**config.mk**
```make
export PLATFORM = sky130hd
export DESIGN_NAME = serial_adder_ctrl
export DESIGN_NICKNAME = d
export VERILOG_FILES = /design/src/rtl/serial_adder_pkg.sv /design/src/rtl/ripple_carry_adder.sv /design/src/rtl/serial_adder_ctrl.sv
export SDC_FILE = /design/constraint.sdc
export NUM_CORES = 1
export LEC_CHECK = 0
export ABC_CLOCK_PERIOD_IN_PS = 4700
export BUFFER_PORTS_ARGS = -buffer_cell sky130_fd_sc_hd__buf_2
export CAP_MARGIN = 10
export CORE_ASPECT_RATIO = 0.75
export CORE_UTILIZATION = 45
export DETAILED_ROUTE_END_ITERATION = 10
export PLACE_DENSITY_LB_ADDON = 0.2
export SLEW_MARGIN = 10
export SYNTH_ARGS = -nofsm -noshare
export SYNTH_HDL_FRONTEND = slang
export SYNTH_SLANG_ARGS = --single-unit
export TNS_END_PERCENT = 1
```
**constraint.sdc**
```tcl
create_clock -name clk_50M -period 4.7 [get_ports clk_50M]
set_clock_uncertainty 0.1 [all_clocks]
set_input_delay 0.705 -clock clk_50M [delete_from_list [all_inputs] [get_ports clk_50M]]
set_output_delay 0.705 -clock clk_50M [all_outputs]
set_load 0.03 [all_outputs]
```
**src/rtl/serial_adder_pkg.sv**
```systemverilog
// Shared definitions for the serial adder/subtractor controller.
// Holds the FSM state encoding and the operation select constants
// used by the controller and by anything driving its op input.
package serial_adder_pkg;

  typedef enum logic [1:0] {
    S_IDLE = 2'd0,
    S_RUN  = 2'd1,
    S_DONE = 2'd2
  } state_t;

  localparam logic OP_ADD = 1'b0;
  localparam logic OP_SUB = 1'b1;

endpackage

```
**src/rtl/ripple_carry_adder.sv**
```systemverilog
// 2-bit ripple-carry adder slice, purely combinational.
// Ports:
//   a, b  : 2-bit addends
//   cin   : carry into bit 0
//   sum   : 2-bit sum
//   cout  : carry out of bit 1
module ripple_carry_adder (
  input  logic [1:0] a,
  input  logic [1:0] b,
  input  logic       cin,
  output logic [1:0] sum,
  output logic       cout
);

  logic c_mid;

  assign sum[0] = a[0] ^ b[0] ^ cin;
  assign c_mid  = (a[0] & b[0]) | (a[0] & cin) | (b[0] & cin);
  assign sum[1] = a[1] ^ b[1] ^ c_mid;
  assign cout   = (a[1] & b[1]) | (a[1] & c_mid) | (b[1] & c_mid);

endmodule

```
**src/rtl/serial_adder_ctrl.sv**
```systemverilog
// Multi-cycle adder/subtractor controller. Feeds WIDTH-bit operands
// through a shared 2-bit ripple_carry_adder slice, two bits per clock,
// LSB slice first, with the carry registered between slices.
// WIDTH must be even and at least 2.
//
// state  | meaning
// -------+-------------------------------------------------------
// IDLE   | in_ready=1, waiting for in_valid to capture operands
// RUN    | one 2-bit slice per clock, cnt counts slices done
// DONE   | result held with out_valid=1 until out_ready
//
// Ports:
//   clk_50M, reset        : clock, synchronous active-high reset
//   in_valid / in_ready   : operand handshake (op, a, b, cin)
//   out_valid / out_ready : result handshake (sum, c_out, ovf)
//   busy                  : high while in RUN or DONE
module serial_adder_ctrl
  import serial_adder_pkg::*;
#(
  parameter int WIDTH = 8
) (
  input  logic             clk_50M,
  input  logic             reset,
  input  logic             in_valid,
  output logic             in_ready,
  input  logic             op,
  input  logic [WIDTH-1:0] a,
  input  logic [WIDTH-1:0] b,
  input  logic             cin,
  output logic             out_valid,
  input  logic             out_ready,
  output logic [WIDTH-1:0] sum,
  output logic             c_out,
  output logic             ovf,
  output logic             busy
);

  localparam int SLICES = WIDTH / 2;
  localparam int CNT_W  = (SLICES > 1) ? $clog2(SLICES) : 1;
  localparam logic [CNT_W-1:0] CNT_LAST = CNT_W'(SLICES - 1);

  state_t           state;
  logic [WIDTH-1:0] a_sh;
  logic [WIDTH-1:0] b_sh;
  logic [WIDTH-1:0] r_sh;
  logic             carry;
  logic             a_sign;
  logic             b_sign;
  logic [CNT_W-1:0] cnt;

  logic [1:0]       slice_sum;
  logic             slice_cout;
  logic [WIDTH-1:0] b_eff;
  logic [WIDTH-1:0] r_next;

  ripple_carry_adder u_slice (
    .a    (a_sh[1:0]),
    .b    (b_sh[1:0]),
    .cin  (carry),
    .sum  (slice_sum),
    .cout (slice_cout)
  );

  // Subtract is a + ~b + 1: invert b here, force carry-in to 1 on accept.
  assign b_eff = (op == OP_SUB) ? ~b : b;

  // Written as shift-and-or so it also holds for WIDTH=2, where the
  // new slice lands directly in bits [1:0].
  assign r_next = (r_sh >> 2) | (WIDTH'(slice_sum) << (WIDTH - 2));

  assign in_ready = (state == S_IDLE);

  always_ff @(posedge clk_50M) begin
    if (reset) begin
      state     <= S_IDLE;
      a_sh      <= '0;
      b_sh      <= '0;
      r_sh      <= '0;
      carry     <= 1'b0;
      a_sign    <= 1'b0;
      b_sign    <= 1'b0;
      cnt       <= '0;
      out_valid <= 1'b0;
      sum       <= '0;
      c_out     <= 1'b0;
      ovf       <= 1'b0;
      busy      <= 1'b0;
    end else begin
      case (state)
        S_IDLE: begin
          if (in_valid) begin
            a_sh   <= a;
            b_sh   <= b_eff;
            r_sh   <= '0;
            carry  <= (op == OP_SUB) ? 1'b1 : cin;
            a_sign <= a[WIDTH-1];
            b_sign <= b_eff[WIDTH-1];
            cnt    <= '0;
            busy   <= 1'b1;
            state  <= S_RUN;
          end
        end
        S_RUN: begin
          a_sh  <= a_sh >> 2;
          b_sh  <= b_sh >> 2;
          r_sh  <= r_next;
          carry <= slice_cout;
          if (cnt == CNT_LAST) begin
            sum       <= r_next;
            c_out     <= slice_cout;
            ovf       <= (a_sign == b_sign) && (r_next[WIDTH-1] != a_sign);
            out_valid <= 1'b1;
            state     <= S_DONE;
          end else begin
            cnt <= cnt + CNT_W'(1);
          end
        end
        S_DONE: begin
          if (out_ready) begin
            out_valid <= 1'b0;
            busy      <= 1'b0;
            state     <= S_IDLE;
          end
        end
        default: state <= S_IDLE;
      endcase
    end
  end

endmodule

```
# Word level (Yosys, flattened, before mapping)
# Cells that the tools add are included.
classes:
  addsub: 1
  n_reduce_logical: 12
  muxes: 22
  eq_ne: 9
  n_bitwise: 16
op_table:
  columns: ["op", "count"]
  rows:
  - ["8-bit one-hot mux with 2 select lines", 3]
  - ["8-bit 2-to-1 mux", 4]
  - ["3-bit AND reduction", 4]
  - ["2-bit 2-to-1 mux", 5]
  - ["2-bit != test (second input constant)", 4]
  - ["8-bit inverter", 1]
  - ["6-bit by 8-bit bitwise OR with 8-bit output", 1]
  - ["1-bit AND", 6]
  - ["1-bit one-hot mux with 2 select lines", 3]
  - ["2-bit one-hot mux with 3 select lines", 1]
  - ["2-bit AND reduction", 3]
  - ["2-bit nonzero test", 3]
  - ["1-bit 2-to-1 mux", 5]
  - ["2-bit equality test (second input constant)", 2]
  - ["1-bit bitwise OR", 4]
  - ["2-bit one-hot mux with 2 select lines", 1]
  - ["1-bit XOR", 4]
  - ["2-bit by 1-bit adder with 2-bit output (second input constant)", 1]
  - ["2-bit by 1-bit equality test with 1-bit output (second input constant)", 1]
  - ["2-bit logical NOT", 1]
  - ["1-bit equality test", 1]
  - ["1-bit logical AND", 1]
  - ["1-bit != test", 1]
totals:
  regBits: 43
  output_inout_bits: 13
  word_cells: 73

# Depth between registers and ports, before layout
depth:
  word_depth: 7
  depth_mapped: 6

# Cells and area by module
# From an unflattened synthesis, not the netlist that was laid out.
hier_totals:
  cells_unflattened: 209
  area_unflattened_um2: 1779.2
by_module_without_submodules:
  columns: ["mod", "instances", "area_each_um2", "seq_area_each_um2", "cells_per_inst"]
  rows:
  - ["serial_adder_ctrl", 1, 1709.1, 820.8, 199]
  - ["ripple_carry_adder", 1, 70.1, 0.0, 10]

# Worst setup path after synthesis
# OpenSTA, ideal clock, no wires.
synth_timing:
  path_kind: "reg-to-reg"
  from: "register a_sh[0]"
  to: "register ovf"
  period_less_slack_ns: 2.115
  arrival_ns: 1.924
  path_stages_with_launch: 5
  required_ns: 4.509
  slack_ns: 2.585
  path_buffers: 0
  path_cell_list: "dfxtp_1 fa_1 fa_1 or3b_2 a311oi_1"
synth_between:
  elab_chain_len: 7
  elab_cells_between_ends: 8
  classes_between: "1 x eq/ne; 6 x bitwise; 1 x reduce/logical"
synth_lines:
  columns: ["element", "line_no", "source"]
  rows:
  - ["start: declaration", "serial_adder_ctrl.sv:43", "logic [WIDTH-1:0] a_sh;"]
  - ["start signal: assignment", "serial_adder_ctrl.sv:104", "a_sh <= a_sh >> 2;"]
  - ["1-bit AND", "ripple_carry_adder.sv:18", "assign c_mid = (a[0] & b[0]) | (a[0] & cin) | (b[0] & cin);"]
  - ["1-bit bitwise OR * (2 in a row)", "ripple_carry_adder.sv:18", null]
  - ["1-bit XOR *", "ripple_carry_adder.sv:19", "assign sum[1] = a[1] ^ b[1] ^ c_mid;"]
  - ["6-bit by 8-bit bitwise OR with 8-bit output *", "serial_adder_ctrl.sv:69", "assign r_next = (r_sh >> 2) | (WIDTH'(slice_sum) << (WIDTH - 2));"]
  - ["net r_next[7]", "serial_adder_ctrl.sv:54", "logic [WIDTH-1:0] r_next;"]
  - ["1-bit != test *", "serial_adder_ctrl.sv:111", "ovf <= (a_sign == b_sign) && (r_next[WIDTH-1] != a_sign);"]
  - ["1-bit logical AND *", "serial_adder_ctrl.sv:111", null]
  - ["end signal: assignment", "serial_adder_ctrl.sv:111", null]
  - ["end: declaration", "serial_adder_ctrl.sv:34", "output logic ovf,"]
# The timed path passes the listed nets; every way through them passes the cells marked *.
# A chain may end at the register's enable or synchronous reset.

# Final worst setup path
# Ends and elaborated chain as after synthesis.

==> run_results.csv <==
group,metric,value,unit
critical_path,worstSetupPathType,"reg2reg",
clock_tree,holdBufCountCts,0,
logic_synthesis,syn-num-nets,227,
timing,setup_viol,0,
critical_path,cp_common_cell,"fa_1",
finish,multiInputGateArea,892.1,µm²
clock_tree,clockBufferDepth,2,
clock_tree,cts_resized,0,
route,postRouteAntennaNets,0,
logic_synthesis,syn_area_per_cell,9.000,µm²
route,first_pass_iters,4,
critical_path,path_cells,"fa_1, fa_1, or3b_2, a311oi_1",
global_routing,overflow,0,
floorplan,rows,19,
logic_synthesis,yosysWarnings,0,
finish,fillers,385,
logic_synthesis,synthFlopType,"dfxtp_1",
logic_synthesis,synth_area_leader_cell,"dfxtp_1",
timing,fin_setup_tns,0,ns
timing,fin_ws,2.493,ns
clock_tree,clk_pin_slew,0.08,ns
global_routing,antenna_found_initial,0,
timing,worst_pin_slew,0.9555,ns
logic_synthesis,synth.area.top_cells,"dfxtp_1 45%, a21oi_1 7.7%, nand2_1 7.6%, nor2_1 3.5%, a221o_1 3.3%",
placement,hpwl,2413,µm
logic_synthesis,synth_edf_count,0,
critical_path,end_kind,"register",
clock_tree,cts_buffers,5,
critical_path,critPathSlowestCell,"fa_1",
global_routing,grt_pass1_vias,1300,
logic_synthesis,synth.most_common_cell,"dfxtp_1",
logic_synthesis,async_reset_ff_share,0,%
job,maxCapViolations,0,
pwr,total_power,698.2,µW
clock_tree,cts_tree,"built",
critical_path,path_max_fanout,4,
floorplan,core,3756,µm²
placement,place_congestion,0.7287,
logic_synthesis,synthCells,202,
logic_synthesis,synthDistinctLibCells,39,
run_status,status,"completed",
critical_path,critPathLaunchType,"register",
placement,dpl_cell_area,1948,µm²
floorplan,start_util,48.40,%
timing,fmax,453.2,MHz
route,post-route-drc-count,0,
timing,whs,0.3525,ns
timing,final-hold-violation-count,0,
finish,finalInstanceArea,2031,µm²
floorplan,num_io_pins,35,
clock_tree,cts-root-buf,"clkbuf_8",
global_routing,grt_pass1_wl,6161,µm
floorplan,dieWidth,75.40,µm
floorplan,design.die.area,4301,µm²
floorplan,fp.dieH,57.05,µm
route,wl_per_cell,13.05,µm
clock_tree,htree_levels,2,
route,drt_iter0_drc,74,
logic_synthesis,synth_common_cells,"41 x dfxtp_1, 37 x nand2_1, 28 x a21oi_1",
pwr,peakVddDrop,0.2269,mV
clock_tree,clkSinkCount,41,
worst_hold_path,hold_class,"reg2reg",
route,wl,3655,µm
placement,placedCellCount,272,
logic_synthesis,synth_seq_cells,41,
clock_tree,post-cts-setup-buffers,0,
route,vias,1452,
timing,rsz0062_at_grt,"false",
finish,drive_gt1_share,24.56,%
pwr,p_leak,0.7991,nW
pwr,powerDensity,343.8,nW/µm²
finish,ff_latch_area,820.8,µm²
placement,place_ws,2.439,ns
finish,final_util,54.06,%
route,viasPerCell,5.186,
global_routing,track_usage,19.33,%
critical_path,slowest_delay,0.55,ns
finish,area.growth.synth_to_final,11.70,%
clock_tree,clk_latency,0.29,ns
finish,nNetsFinal,252,
timing,relSlewSlack,36.16,%
critical_path,reg2reg_slack,2.49,ns
logic_synthesis,yosys.area.top_type_share,45.15,%
logic_synthesis,netlist_area,1818,µm²
placement,port_buffers,34,
timing,fin_crit_sh,46.95,%
timing,slew_viol_final,0,
global_routing,grt_max_degree,44,
finish,fin_cells,280,
logic_synthesis,seq_area_frac_synth,45.15,%
finish,antenna_cells,0,
critical_path,required,4.80,ns
timing,finalCriticalPeriod,2.207,ns
critical_path,arrival,2.31,ns
[critical path: cells and delay by family, from the launching register on]
family	cells	cell delay, ns
adders and majority gates	2	0.98
and+or+nand+nor	1	0.45
DFF	1	0.33
AOI/OAI and AO/OA	1	0.26
[cells in the final DEF (no fill, tap or decap), types with 2 or more instances in the layout]
| master | instances |
|---|---|
| a211oi_1 | 3 |
| a211oi_2 | 3 |
| a21oi_1 | 28 |
| a21oi_2 | 3 |
| a221o_1 | 6 |
| buf_2 | 34 |
| clkbuf_8 | 5 |
| clkinv_2 | 2 |
| dfxtp_1 | 41 |
| fa_1 | 2 |
| nand2_1 | 37 |
| nand3_1 | 8 |
| nand3b_1 | 3 |
| nor2_1 | 17 |
| nor3_1 | 2 |
| nor3_2 | 5 |
| o211ai_1 | 2 |
| xnor2_1 | 6 |
| xor2_1 | 2 |
[metal layers]
layer | track usage (%) | part of all wire (%)
met5 | 0 | 0
met4 | 7.937 | 1.6
met3 | 4.770 | 3.8
met2 | 27.55 | 43
met1 | 27.90 | 51
[sequential cells by signal, summed over array words and instances, names as in the netlist]
name / count
b_sign: 1
c_out: 1
a_sh: 8
carry: 1
sum: 8
cnt: 2
ovf: 1
r_sh: 6
out_valid: 1
b_sh: 8
busy: 1
a_sign: 1
state: 2
[logic make-up (layout without fill, tap and decap cells)]
group | count (synthesis) | after routing | synth area share, %
DFF | 41 | 41 | 45.15
xor gates and xnor gates | 8 | 8 | 3.854
and+or+nand+nor | 82 | 82 | 22.37
AOI/OAI and AO/OA | 52 | 52 | 19.96
buffers and inverters | 16 | 42 | 5.781
adders and majority gates | 3 | 3 | 2.891
[where the power goes]
part	total (mW)	internal [mW]	switching (mW)
logic	0.0966	0.0397	0.0569
registers	0.380	0.365	0.0141
clock network	0.222	0.103	0.119
total	0.698	0.508	0.190
[area by class of cell]
class | count | share of cell area, %
Multi-Input combinational cell | 145 | 43.93
Sequential cell | 41 | 40.42
Timing Repair Buffer | 34 | 8.380
Clock buffer | 6 | 3.574
Tap cell | 52 | 3.204
Clock inverter | 2 | 0.4929
[worst paths after layout]
path                               from  endpoint  depth (start not counted)
worst max-delay path            a_sh[0]       ovf                          4
worst min-delay path             sum[6]    sum[6]                          2
worst max register to register  a_sh[0]       ovf                          4
worst min register to register   sum[6]    sum[6]                          2
(Power assumes the default switching activity.)
